$ cat src/rtl/conv1d_k4_mac_if.sv
// Handshake/data bundle between the activation cache and the conv1d_k4_mac compute stage.
// Ports: start request, four packed tap vectors in_l0..in_l3 (D channels of W bits each),
//        busy status, packed result vector out and its one-cycle valid pulse out_v.
interface conv1d_k4_mac_if #(
    parameter int W = 16,
    parameter int D = 4
);
    logic           start;
    logic [D*W-1:0] in_l0;
    logic [D*W-1:0] in_l1;
    logic [D*W-1:0] in_l2;
    logic [D*W-1:0] in_l3;
    logic           busy;
    logic [D*W-1:0] out;
    logic           out_v;

    // Producer side: the activation cache / controller driving a conv step.
    modport master (
        output start, in_l0, in_l1, in_l2, in_l3,
        input  busy, out, out_v
    );

    // Compute stage side.
    modport slave (
        input  start, in_l0, in_l1, in_l2, in_l3,
        output busy, out, out_v
    );
endinterface

$ cat src/rtl/conv1d_k4_mac.sv
// Kernel-4 dilated causal conv compute stage: one time-multiplexed signed MAC over 4 taps x D channels
// per output channel, with bias, truncating >>> FRAC, saturation and optional ReLU (macro RELU_EN).
// Ports: clk, rst (async active-high), bus (conv1d_k4_mac_if.slave). Latency D*(4*D+1)+1 cycles from
// accepted start to out_v; start is ignored while busy (no queueing), so the caller must wait for !busy.
// ROM images are elaboration-time parameters: WEIGHTS word o*4*D + k*D + i, BIAS word o, both W-bit
// signed Q(W-FRAC).FRAC. D must be a power of two >= 2 so the ROM index is a plain bit concatenation.
module conv1d_k4_mac #(
    parameter int                   W       = 16,
    parameter int                   D       = 4,
    parameter int                   FRAC    = 12,
    parameter logic [D*4*D*W-1:0]   WEIGHTS = '0,
    parameter logic [D*W-1:0]       BIAS    = '0
) (
    input  logic               clk,
    input  logic               rst,
    conv1d_k4_mac_if.slave     bus
);
    // Accumulator is wide enough that 4*D full-scale products plus the bias never overflow.
    localparam int AW = 2*W + 2 + $clog2(D) + 1;
    localparam int CW = $clog2(D);

    localparam logic [1:0] S_IDLE  = 2'd0;
    localparam logic [1:0] S_MAC   = 2'd1;
    localparam logic [1:0] S_STORE = 2'd2;
    localparam logic [1:0] S_DONE  = 2'd3;

    localparam logic signed [AW-1:0] MAXV = AW'((2**(W-1)) - 1);
    localparam logic signed [AW-1:0] MINV = ~MAXV;

    logic [1:0]            state;
    logic [D*W-1:0]        tap [4];
    logic [CW-1:0]         o_idx;
    logic [CW-1:0]         i_idx;
    logic [1:0]            k_idx;
    logic signed [AW-1:0]  acc;
    logic [D*W-1:0]        out_r;

    // Unpacked views of the ROM images and latched taps so every lookup index is exact-width.
    logic signed [W-1:0]   wrom    [D*4*D];
    logic signed [W-1:0]   brom    [D];
    logic signed [W-1:0]   tap_arr [4][D];

    for (genvar g = 0; g < D*4*D; g++) begin : g_wrom
        assign wrom[g] = WEIGHTS[g*W +: W];
    end
    for (genvar g = 0; g < D; g++) begin : g_brom
        assign brom[g] = BIAS[g*W +: W];
    end
    for (genvar kk = 0; kk < 4; kk++) begin : g_tk
        for (genvar ii = 0; ii < D; ii++) begin : g_ti
            assign tap_arr[kk][ii] = tap[kk][ii*W +: W];
        end
    end

    // Bias is sign-extended to the accumulator width and aligned to the product binary point.
    function automatic logic signed [AW-1:0] load_bias(input logic signed [W-1:0] b);
        return {{(AW-W){b[W-1]}}, b} << FRAC;
    endfunction

    logic signed [W-1:0]   tap_el;
    logic signed [W-1:0]   w_el;
    logic signed [2*W-1:0] prod;
    logic signed [AW-1:0]  shifted;
    logic signed [W-1:0]   sat_v;
    logic signed [W-1:0]   res;

    assign tap_el  = tap_arr[k_idx][i_idx];
    assign w_el    = wrom[{o_idx, k_idx, i_idx}];
    assign prod    = tap_el * w_el;
    // Arithmetic shift truncates toward -inf; no rounding term is added.
    assign shifted = acc >>> FRAC;

    always_comb begin
        sat_v = shifted[W-1:0];
        if (shifted > MAXV) begin
            sat_v = MAXV[W-1:0];
        end else if (shifted < MINV) begin
            sat_v = MINV[W-1:0];
        end
`ifdef RELU_EN
        res = sat_v[W-1] ? '0 : sat_v;
`else
        res = sat_v;
`endif
    end

    always_ff @(posedge clk or posedge rst) begin
        if (rst) begin
            state <= S_IDLE;
            for (int n = 0; n < 4; n++) begin
                tap[n] <= '0;
            end
            o_idx <= '0;
            i_idx <= '0;
            k_idx <= '0;
            acc   <= '0;
            out_r <= '0;
        end else begin
            case (state)
                S_IDLE: begin
                    if (bus.start) begin
                        // Taps are captured once here; the cache may move on while we compute.
                        tap[0] <= bus.in_l0;
                        tap[1] <= bus.in_l1;
                        tap[2] <= bus.in_l2;
                        tap[3] <= bus.in_l3;
                        o_idx  <= '0;
                        i_idx  <= '0;
                        k_idx  <= '0;
                        acc    <= load_bias(brom[0]);
                        state  <= S_MAC;
                    end
                end
                S_MAC: begin
                    acc <= acc + {{(AW-2*W){prod[2*W-1]}}, prod};
                    if (i_idx == CW'(D-1)) begin
                        i_idx <= '0;
                        if (k_idx == 2'd3) begin
                            k_idx <= '0;
                            state <= S_STORE;
                        end else begin
                            k_idx <= k_idx + 2'd1;
                        end
                    end else begin
                        i_idx <= i_idx + CW'(1);
                    end
                end
                S_STORE: begin
                    out_r[o_idx*W +: W] <= res;
                    if (o_idx == CW'(D-1)) begin
                        state <= S_DONE;
                    end else begin
                        o_idx <= o_idx + CW'(1);
                        acc   <= load_bias(brom[o_idx + CW'(1)]);
                        state <= S_MAC;
                    end
                end
                default: begin
                    state <= S_IDLE;
                end
            endcase
        end
    end

    assign bus.busy  = (state != S_IDLE);
    assign bus.out_v = (state == S_DONE);
    assign bus.out   = out_r;
endmodule

$ cat src/flat_wrapper.sv
// flat-port wrapper written by rule: the top's interface ports become plain ports
module conv1d_k4_mac_flat 
#(
    parameter int                   W       = 16,
    parameter int                   D       = 4,
    parameter int                   FRAC    = 12,
    parameter logic [D*4*D*W-1:0]   WEIGHTS = '0,
    parameter logic [D*W-1:0]       BIAS    = '0
)
  (clk, rst, bus_start, bus_in_l0, bus_in_l1, bus_in_l2, bus_in_l3, bus_busy, bus_out, bus_out_v);
  conv1d_k4_mac_if #(.W(W), .D(D)) bus_i ();
  input  logic clk;
  input  logic rst;
  input wire logic [$bits(bus_i.start)-1:0] bus_start;
  input wire logic [$bits(bus_i.in_l0)-1:0] bus_in_l0;
  input wire logic [$bits(bus_i.in_l1)-1:0] bus_in_l1;
  input wire logic [$bits(bus_i.in_l2)-1:0] bus_in_l2;
  input wire logic [$bits(bus_i.in_l3)-1:0] bus_in_l3;
  output wire logic [$bits(bus_i.busy)-1:0] bus_busy;
  output wire logic [$bits(bus_i.out)-1:0] bus_out;
  output wire logic [$bits(bus_i.out_v)-1:0] bus_out_v;
  assign bus_i.start = bus_start;
  assign bus_i.in_l0 = bus_in_l0;
  assign bus_i.in_l1 = bus_in_l1;
  assign bus_i.in_l2 = bus_in_l2;
  assign bus_i.in_l3 = bus_in_l3;
  assign bus_busy = bus_i.busy;
  assign bus_out = bus_i.out;
  assign bus_out_v = bus_i.out_v;
  conv1d_k4_mac #(.W(W), .D(D), .FRAC(FRAC), .WEIGHTS(WEIGHTS), .BIAS(BIAS)) u_core (.clk(clk), .rst(rst), .bus(bus_i));
endmodule
$ cat config.mk
export PLATFORM = sky130hd
export DESIGN_NAME = conv1d_k4_mac_flat
export DESIGN_NICKNAME = d
export VERILOG_FILES = /design/src/rtl/conv1d_k4_mac_if.sv /design/src/rtl/conv1d_k4_mac.sv /design/src/flat_wrapper.sv
export SDC_FILE = /design/constraint.sdc
export NUM_CORES = 1
export LEC_CHECK = 0
export CAP_MARGIN = 25
export CORE_AREA = 4 4 126 128
export DETAILED_ROUTE_END_ITERATION = 12
export DIE_AREA = 0 0 130 132
export PLACE_DENSITY_LB_ADDON = 0.1
export SETUP_SLACK_MARGIN = 0.4
export SLEW_MARGIN = 15
export SYNTH_ARGS = -nofsm -noshare
export SYNTH_HDL_FRONTEND = slang
export SYNTH_SLANG_ARGS = --single-unit
export TNS_END_PERCENT = 100
$ cat constraint.sdc
create_clock -name clk -period 3.49 [get_ports clk]
set_input_delay 0.698 -clock clk [delete_from_list [all_inputs] [get_ports clk]]
set_output_delay 0.698 -clock clk [all_outputs]
set_load 0.02 [all_outputs]
==> metrics <==
status=finished clean; Sw Ratio=29.7%; Residual DRC=0; layout cells sized above 1=5.43%; vias=706; CP arrival=1.64 ns; Synth cell types=23; Post-layout nets=396; Slew HR=64.6%; Core Footprint=14,900 µm²; critical path class=reg2out; Tcrit/Tclk final=66.9%; minimum clock period=2.34 ns; Worst R2R Path Depth=3; GRT Util Overall=3.24%; Worst Path Required=2.79 ns; global-route wire length before repair=4480 µm; ANT nets after route=0; post-cts resize count=0; Final Util=10.9%; cell taking the most area after synthesis=buf_4; drt wl/cell=8.54 µm; filler cell count=1,757; CP max FO=11; initial antenna violation count=0; clock buffer depth=2; largest net degree at the start of global routing=18; clock sink count=12; row cnt=45; Synth async-reset ratio=100%; Pre-antenna DRT Iters=4; main combinational cell family by area after synthesis=buffers and inverters; synthesized area=1070 µm²; Seq pwr share=35.5%; CTS Buf Count=3; Hold-fix buffers, CTS=0; die width=130 µm; clock root cell=clkbuf_16; Setup Skew=0.000961 ns; Clk pin slew, worst setup/hold paths=0.05 ns; XOR/XNOR Fraction of Synth Area=0%; part of the power in combinational logic=25.3%; height of the die=132 µm; drt total wl=2710 µm; input/output buffers=68; area occupied by multi-input gates=295 µm²; Initial Utilization=7.19%; initial drt markers=17; Seq/Total Area, Yosys=28.1%; measured slew at the worst slew-check pin=0.530 ns; Final Hold Fails=0; HP Class=reg2reg; Static Leakage=0.000580 µW; die area=17,200 µm²; Synth Instances=118; htree depth=1; CP Launch Type=flop; Post-synth top flop=dfrtp_1; vias in the first global route=841; post-synthesis mux area share=0%; post-synthesis simple-gate area fraction=8.08%; Hold Crit Depth=1; Reg area=300 µm²; fmax=428 MHz; Post-Syn Nets=384; max-cap violations=0; Psw=179 µW; Clk pwr share=39.2%; Vias/cell=2.23; adder-cell area share of the yosys netlist=8.20%; count leader, synth=buf_4; DP HPWL=2080 µm; cell area power density=373 nW/µm²; IO Count=325; count of pins over their slew limit=0; Max IR drop VDD=0.131 mV; # setup viols final=0; CTS tree=done; top-area cell type share of the netlist area=42.9%; routability-driven placement congestion ratio=0.567; most frequent cells after synthesis=61 x buf_4, 12 x dfrtp_1, 8 x nand2_1; Post-CTS Setup Repair Bufs=0; total grt overflow=0; worst skew pair latency=0.24 ns; synthesized flop and latch total=12; number of diodes=0; Warnings, synthesis=0; Pint=424 µW; Area Overhead vs Synth=51.2%; CP endpoint kind=primary output; Area contributors post-synth=buf_4 43%, dfrtp_1 28%, ha_1 8.2%; setup TNS=0 ns; EDFF count, synth=0; RSZ-0062 raised after global routing=no; Mapped Avg Cell Area=9.06 µm²; post-synthesis compound-gate area fraction=11.4%
logic make-up after synthesis:
kind of cell | Yosys count
AO/OA/AOI/OAI | 17
adder cells (fa/ha/maj) | 7
buffers and inverters | 65
flip-flops | 12
AND/OR/NAND/NOR | 17
state kept, by name, summed over array words and instances (netlist names):
name and cells:
u_core.o_idx 2, u_core.state 2, u_core.k_idx 2, u_core.bus.out 4
u_core.i_idx 2
worst max-delay path, stage by stage, from the launching register on:
cell and delay, ns:
dfrtp_1 0.51, or2_2 0.33, clkdlybuf4s50_1 0.56
metal layers:
metal	vias to the layer above	GRT usage (%)	routed length, µm
li1	341	-	-
met1	326	3.52	1100
met2	37	5.50	1340
met3	2	1.82	262
met4	0	0.693	8
met5	-	0	0
area by class of cell:
cell class	instances	share of cell area, %
Tap cell	188	14.6
Multi-Input combinational cell	41	18.3
Inverter	4	0.930
Sequential cell	12	18.6
Clock buffer	4	5.50
Timing Repair Buffer	68	42.1
cells in the final DEF, fill, tap and decap left out:
cell type	count
nor2b_1	2
a22o_1	1
clkbuf_16	3
ha_1	7
clkbuf_8	1
nand2_1	8
o21bai_1	1
o21ai_0	5
or2_2	1
a32o_1	1
a21oi_1	1
dfrtp_1	12
nor2_1	1
nor4b_1	1
nor3_1	1
a22oi_1	1
inv_1	3
o21bai_2	1
a21boi_0	4
inv_2	1
and2b_1	1
o31ai_1	1
a31o_1	1
clkdlybuf4s50_1	68
and2_1	2
stage by stage:
| stage | std cells | total power, µW | setup slack [ns] | cell area (µm²) | hold slack (ns) |
|---|---|---|---|---|---|
| floorplan | 118 | 326 | 1.91 | 1070 | 0.458 |
| global placement | 313 | 385 | 1.36 | 1530 | 0.499 |
| detailed placement | 313 | 374 | 1.39 | 1530 | 0.485 |
| CTS | 317 | 618 | 1.10 | 1620 | 0.496 |
| global route | 317 | 654 | 1.06 | 1620 | 0.531 |
| finish | 317 | 603 | 1.15 | 1620 | 0.493 |
path summary, 6_finish.rpt:
kind | start | endpoint | slack [ns]
min in group asynchronous | rst | u_core.bus.out[46] | 0.80
setup / recovery | u_core.state[0] | bus_busy | 1.15
max in group asynchronous | rst | u_core.bus.out[30] | 2.34
hold / removal | u_core.i_idx[0] | u_core.i_idx[0] | 0.49
setup reg to reg | u_core.i_idx[0] | u_core.k_idx[1] | 2.27
hold reg to reg | u_core.i_idx[0] | u_core.i_idx[0] | 0.49
power groups by stage:
stage               Clock, µW  Sequential, µW  Combinational (µW)
floorplan                   0             194                 131
global placement            0             221                 164
detailed placement          0             218                 156
CTS                       244             217                 157
global route              251             223                 179
finish                    236             214                 153
(Power assumes the default switching activity.)
